[src/rtl/lcd_text_seq.sv]
// lcd_text_seq: replays a 32-character screen buffer to the LCD core as a handshaked command stream
module lcd_text_seq #(
    parameter logic [15:0] core_addr = 16'h17,
    parameter logic [15:0] lcd_addr  = 16'h16,
    parameter int          LINE_LEN  = 16
) (
    input  logic        clk,
    input  logic        Reset,
    input  logic        en,
    input  logic [15:0] addr,
    input  logic [15:0] data_i,
    output logic        busy,
    output logic        done,
    output logic        lcd_en,
    output logic [15:0] lcd_addr_o,
    output logic [15:0] lcd_data,
    output logic [2:0]  lcd_cmd,
    input  logic        lcd_done
);
    typedef enum logic [2:0] {IDLE, ISSUE, WAIT, GAP, FIN} state_t;
    typedef enum logic [2:0] {OP_INIT, OP_CLEAR, OP_HOME, OP_TEXT1, OP_LINE2, OP_TEXT2} op_t;

    localparam logic [4:0] LAST1 = 5'(LINE_LEN - 1);
    localparam logic [4:0] LAST2 = 5'(2 * LINE_LEN - 1);

    state_t      state;
    op_t         op;
    op_t         nxt_op;
    op_t         first_op;
    logic [4:0]  idx;
    logic [4:0]  nxt_idx;
    logic [15:0] nxt_data;
    logic        init_done;
    logic        last_op;
    logic        wr_hit;
    logic        start;
    logic        wr_char;
    logic        unused_bits;
    logic [7:0]  char_buf [0:2*LINE_LEN-1];

    function automatic logic [2:0] cmd_of(input op_t o);
        return o == OP_INIT  ? 3'd1 :
               o == OP_CLEAR ? 3'd6 :
               o == OP_HOME  ? 3'd4 :
               o == OP_LINE2 ? 3'd3 : 3'd2;
    endfunction

    function automatic logic is_text(input op_t o);
        return o == OP_TEXT1 || o == OP_TEXT2;
    endfunction

    assign wr_hit      = en && addr == core_addr;
    assign start       = wr_hit && data_i[15];
    assign wr_char     = wr_hit && !data_i[15] && !busy;
    assign unused_bits = ^data_i[14:13];
    assign first_op    = init_done ? OP_CLEAR : OP_INIT;

    // Successor of the current operation in the refresh list
    always_comb begin
        last_op  = op == OP_TEXT2 && idx == LAST2;
        nxt_op   = op == OP_INIT  ? OP_CLEAR :
                   op == OP_CLEAR ? OP_HOME  :
                   op == OP_HOME  ? OP_TEXT1 :
                   (op == OP_TEXT1 && idx == LAST1) ? OP_LINE2 :
                   op == OP_LINE2 ? OP_TEXT2 : op;
        nxt_idx  = is_text(op) ? idx + 5'd1 : idx;
        nxt_data = is_text(nxt_op) ? {8'h00, char_buf[nxt_idx]} : 16'h0000;
    end

    // Screen buffer: host character writes, frozen while a refresh runs
    always_ff @(posedge clk or posedge Reset) begin
        if (Reset) begin
            for (int i = 0; i < 2 * LINE_LEN; i++) char_buf[i] <= 8'h20;
        end else if (wr_char) begin
            char_buf[data_i[12:8]] <= data_i[7:0];
        end
    end

    // Refresh sequencer with registered LCD-side and host-side outputs
    always_ff @(posedge clk or posedge Reset) begin
        if (Reset) begin
            state      <= IDLE;
            op         <= OP_INIT;
            idx        <= 5'd0;
            init_done  <= 1'b0;
            busy       <= 1'b0;
            done       <= 1'b0;
            lcd_en     <= 1'b0;
            lcd_addr_o <= 16'h0000;
            lcd_cmd    <= 3'd0;
            lcd_data   <= 16'h0000;
        end else begin
            unique case (state)
                IDLE: if (start) begin
                    state      <= ISSUE;
                    busy       <= 1'b1;
                    op         <= first_op;
                    idx        <= 5'd0;
                    lcd_en     <= 1'b1;
                    lcd_addr_o <= lcd_addr;
                    lcd_cmd    <= cmd_of(first_op);
                    lcd_data   <= 16'h0000;
                end
                ISSUE: state <= WAIT;
                WAIT: if (lcd_done) begin
                    state      <= GAP;
                    lcd_en     <= 1'b0;
                    lcd_addr_o <= 16'h0000;
                    if (op == OP_INIT) init_done <= 1'b1;
                end
                GAP: if (last_op) begin
                    state    <= FIN;
                    done     <= 1'b1;
                    lcd_cmd  <= 3'd0;
                    lcd_data <= 16'h0000;
                end else begin
                    state      <= ISSUE;
                    op         <= nxt_op;
                    idx        <= nxt_idx;
                    lcd_en     <= 1'b1;
                    lcd_addr_o <= lcd_addr;
                    lcd_cmd    <= cmd_of(nxt_op);
                    lcd_data   <= nxt_data;
                end
                FIN: begin
                    state <= IDLE;
                    done  <= 1'b0;
                    busy  <= 1'b0;
                end
                default: state <= IDLE;
            endcase
        end
    end
endmodule

[config.mk]
export PLATFORM = sky130hd
export DESIGN_NAME = lcd_text_seq
export DESIGN_NICKNAME = d
export VERILOG_FILES = /design/src/rtl/lcd_text_seq.sv
export SDC_FILE = /design/constraint.sdc
export NUM_CORES = 1
export LEC_CHECK = 0
export BUFFER_PORTS_ARGS = -buffer_cell sky130_fd_sc_hd__buf_2
export CAP_MARGIN = 10
export CORE_ASPECT_RATIO = 1.4
export CORE_MARGIN = 2
export CORE_UTILIZATION = 50
export DETAILED_ROUTE_END_ITERATION = 8
export PLACE_DENSITY_LB_ADDON = 0.2
export SLEW_MARGIN = 20
export SYNTH_ARGS = -nofsm -noshare
export SYNTH_HDL_FRONTEND = slang
export SYNTH_SLANG_ARGS = --single-unit
[constraint.sdc]
create_clock -name clk -period 19.6 [get_ports clk]
set_input_delay 5.88 -clock clk [delete_from_list [all_inputs] [get_ports clk]]
set_output_delay 5.88 -clock clk [all_outputs]
set_load 0.1 [all_outputs]
After elaboration in Yosys (flattened, before gate mapping)
Index checks and enable logic that the tools add are counted.
Widths: inputs -> output; s select.
- register bits: 306
- bits of input ports: 36
- word-level logic and storage cells: 147
- output and inout bits: 38
- reductions and logical operators: 26
- bitwise gates (word level): 2
- magnitude comparators: 3
- equality and inequality tests: 24
- mux-type cells: 49
- add/sub/neg operators: 1
- operator list (kind ; count):
    $bwmux 256 ; 1
    $mux 16 ; 4
    $mux 3 ; 18
    $pmux 16 s3 ; 1
    $bmux 8 s5 ; 1
    $demux 8 s5 ; 1
    $mux 8 ; 5
    $pmux 16 s2 ; 1
    $eq 3x2->1 const B ; 6
    $eq 16x5->1 const B ; 1
    $eq 3x3->1 const B ; 5
    $mux 5 ; 3
    $ge 6x6->1 const B ; 2
    $logic_not 3->1 ; 4
    $not 5->6 ; 2
    $pmux 3 s2 ; 2
    $pmux 3 s4 ; 1
    $pmux 5 s2 ; 1
    $eq 3x1->1 const B ; 3
    $ne 2x2->1 const B ; 4
    $reduce_and 2->1 ; 4
    $logic_and 1x1->1 ; 7
    $mux 1 ; 7
    $lt 6x1->1 const B ; 1
    14 further kinds ; 20

Logic depth before layout (Yosys ltp)
- depth after elaboration: 13
- gate-level depth with buffers: 11
- mapped depth without buffers: 9

Worst setup path before layout
Ideal clock, no wire load.
- kind: input-to-reg
- start: input addr[3]
- end: register char_buf[100] in the netlist's numbering
- arrival: 7544 ps
- setup time: 125 ps
- data required time: 19475 ps
- slack: 11931 ps
- buffers on the path: 0
- stages on the path: 6
- cells stage by stage: nand4b_1 -> nor3_1 -> and4_1 -> nand3b_1 -> nor2_2 -> mux2_2
- longest elaborated chain between the ends: 4
- ends and longest elaborated chain (what ; RTL line ; source):
    from (decl) ; 10 ; input logic [15:0] addr,
    $eq 16x5->1 ; 52 ; assign wr_hit = en && addr == core_addr;
    $logic_and 1x1->1 ; 52 ;
    $logic_and 1x1->1 (2 in a row) ; 54 ; assign wr_char = wr_hit && !data_i[15] && !busy;
    to (signal, indexed assignment) ; 75 ; char_buf[data_i[12:8]] <= data_i[7:0];
    to (decl) ; 39 ; logic [7:0] char_buf [0:2*LINE_LEN-1];
No other way between the ends.
A chain may end at the register's enable or synchronous reset.

Final worst setup path
- start: input addr[3]
- end: register char_buf[247] in the netlist's numbering
The elaborated chain is that of the path after synthesis.

==> run metrics <==
Register Area 7100 sq um; H-tree depth 1; Distinct cells, synth 85; Reg-to-Reg Start idx[1]; post-route cell area 17200 sq um; CTS tree built; Initial Utilization 50.6%; final slew viol count 0; number of synthesis warnings 0; placed insts 1670; most used flip-flop cell after synthesis dfrtp_1; slowest CP cell nor3b_2; Worst-Skew Late Latency 0.58 ns; number of fill cells 2717; CP max FO 8; unrepaired setup endpoints after global routing no; hold buffers post-CTS 0; Buf/Inv on CP 1; CP dominant cell by count nand4b_1; post-synthesis cell area 16000 sq um; asr flop ratio synth 100%; Post-CTS Resized 0; Final setup viols 0; Hold Path Cell Cnt 1; CP startpoint addr[3]; drt via density 6.56; RD Place Congestion 0.812; # port buffers 50; clock transition at the registers of the reported paths 0.06 ns; Hold Vio Cnt, Final 0; Iteration-0 DRC Markers 875; area of the multi-input gates 8170 sq um; EDFF count, synth 0; Area after DPL 16200 sq um; antenna violations before repair 1; clk root buf clkbuf_16; final critical-path required period 7.90 ns; cts bufs inserted 29; DRC 0; Power Total 0.00198 W; IO Pins 74; FF-to-FF path depth 7; max frequency 0.127 GHz; Setup TNS 0 ns; vias in the first global route 11367; share of cells above drive strength 1 36.7%; crit-path leading delay family simple AND/OR/NAND/NOR gates; Syn Inst Count 1326; final worst-path cycle share 40.3%; post-synthesis sequential area ratio 44.5%; data required time of the worst path 20.06 ns; Hold Path Sink lcd_cmd[0]; ANT nets after route 0; CP peak stage delay 0.48 ns; Clock Sink Count 282; Layout area overhead 7.59%; most common cell after layout, fill and taps aside mux2_2; die width 155 um; Reg2Reg Setup Slack 14.71 ns; full die area 33400 sq um; Slew headroom 31.3%; CP Depth 7; PD cells 115 nW/um^2; first-pass GRT wire length 69.4 mm; grt ovf 0; Arr. time, crit path 8.36 ns; total core area 31500 sq um; Post-Syn Area per Cell 12.0 sq um; Max Cap Viol 0; largest net degree at the start of global routing 159; skew final 0.0164 ns; Final WS setup 11.70 ns; Clock Tree Buf Depth 3; vias after detailed routing 11318; commonest non-fill, non-tap cells in the layout 273 x mux2_2, 248 x dfrtp_1, 86 x mux2i_1, 67 x nand2_1, 50 x buf_2; status complete, no violations; Crit Path Class in2reg; Post-DP HPWL 27.5 mm; Die Y 215 um; worst vdd ir 0.0000826 V; hold_sp init_done; Setup crit start kind input pin; GRT Util Overall 27.0%; Setup crit end kind flop; pin slew with the least headroom to its limit 1.02 ns; nets 1345; Pleak 7.66 nW; synthesized flop and latch total 282; worst path cell trace buf_2 -> nand4b_1 -> nor3_1 -> nand4b_1 -> nor3b_2 -> nand2_1 -> mux2_1; Rows 77; setup slack at placement 11.12 ns; TritonRoute pass-1 iters 5; wire per inst 25.9 um; reg2reg end lcd_data[6]; final wirelength 44.6 mm; Min-Delay Path Class reg2reg; Layout Cells excl Fill 1724; Post-CTS Setup Inserts 0
-- report_power, final --
| group | internal, W | switching, W |
|---|---|---|
| combinational | 0.000228 | 0.000535 |
| clock | 0.000326 | 0.000240 |
| sequential | 0.000601 | 0.0000495 |
| total | 0.00116 | 0.000825 |
-- kinds of logic after synthesis --
kind of cell | after synthesis | share of synthesized area (%)
other | 1 | 0.0235
buffers and inverters | 150 | 4.89
DFF | 282 | 44.5
and+or+nand+nor | 236 | 8.38
xor gates and xnor gates | 4 | 0.337
adders and majority gates | 3 | 0.235
muxes | 398 | 30.0
AOI/OAI and AO/OA | 252 | 11.6
-- sequential cells by signal, indices dropped and copies added, names as in the netlist --
signal,count
busy,1
char_buf,256
done,1
idx,5
init_done,1
lcd_addr_o,1
lcd_cmd,3
lcd_data,8
op,3
state,3
-- routing by layer --
layer	track usage (%)	part of all wire, %
met2	45.5	50
met4	10.6	3.7
met5	0	0
met1	35.6	41
met3	3.23	5.4
-- synth_stat cells, types with 6 or more instances --
master | instances | area (sq um)
dfstp_2 | 32 | 841
a31oi_1 | 14 | 87.6
dfrtp_1 | 250 | 6260
o2111ai_1 | 8 | 70.1
inv_1 | 12 | 45.0
o31ai_1 | 6 | 45.0
mux2i_1 | 86 | 861
nand2b_1 | 6 | 37.5
nand3_1 | 13 | 65.1
nand4b_1 | 11 | 96.3
a21oi_1 | 37 | 185
o311ai_0 | 6 | 52.6
nor3b_1 | 6 | 45.0
o21ai_0 | 31 | 155
o22ai_1 | 23 | 144
o211ai_1 | 8 | 60.1
o221ai_1 | 10 | 87.6
nor2_1 | 20 | 75.1
nor2b_1 | 30 | 188
a2111oi_0 | 21 | 184
nor3_1 | 21 | 105
nand3b_1 | 10 | 75.1
buf_4 | 35 | 263
o41ai_1 | 10 | 87.6
buf_1 | 8 | 30.0
mux2_2 | 273 | 3070
clkbuf_1 | 51 | 191
nor2_2 | 10 | 62.6
buf_2 | 38 | 190
o32ai_1 | 6 | 52.6
mux4_2 | 37 | 833
a211o_1 | 8 | 70.1
nand2_1 | 68 | 255
nand4_1 | 6 | 37.5
-- layout make-up --
class | count | area share, %
tap | 395 | 2.88
inverter | 13 | 0.328
antenna | 1 | 0.0146
sequential | 282 | 41.4
multi-input combinational | 914 | 47.6
timing repair buffer | 66 | 2.23
clock inverter | 14 | 0.867
clock buffer | 39 | 4.68
-- stage by stage --
step,util [%],hold slack (ns)
finish,54.5,0.505
global route,54.5,0.524
CTS,54.5,0.510
detailed placement,51.4,0.491
global placement,51.4,0.482
floorplan,-,0.454
-- worst max path at each step --
stage	to
after floorplan	busy
after global placement	char_buf[247]
after detailed placement	char_buf[247]
after CTS	char_buf[55]
after global routing	char_buf[32]
final	char_buf[247]
No activity file was read; power rests on OpenSTA's default activity.
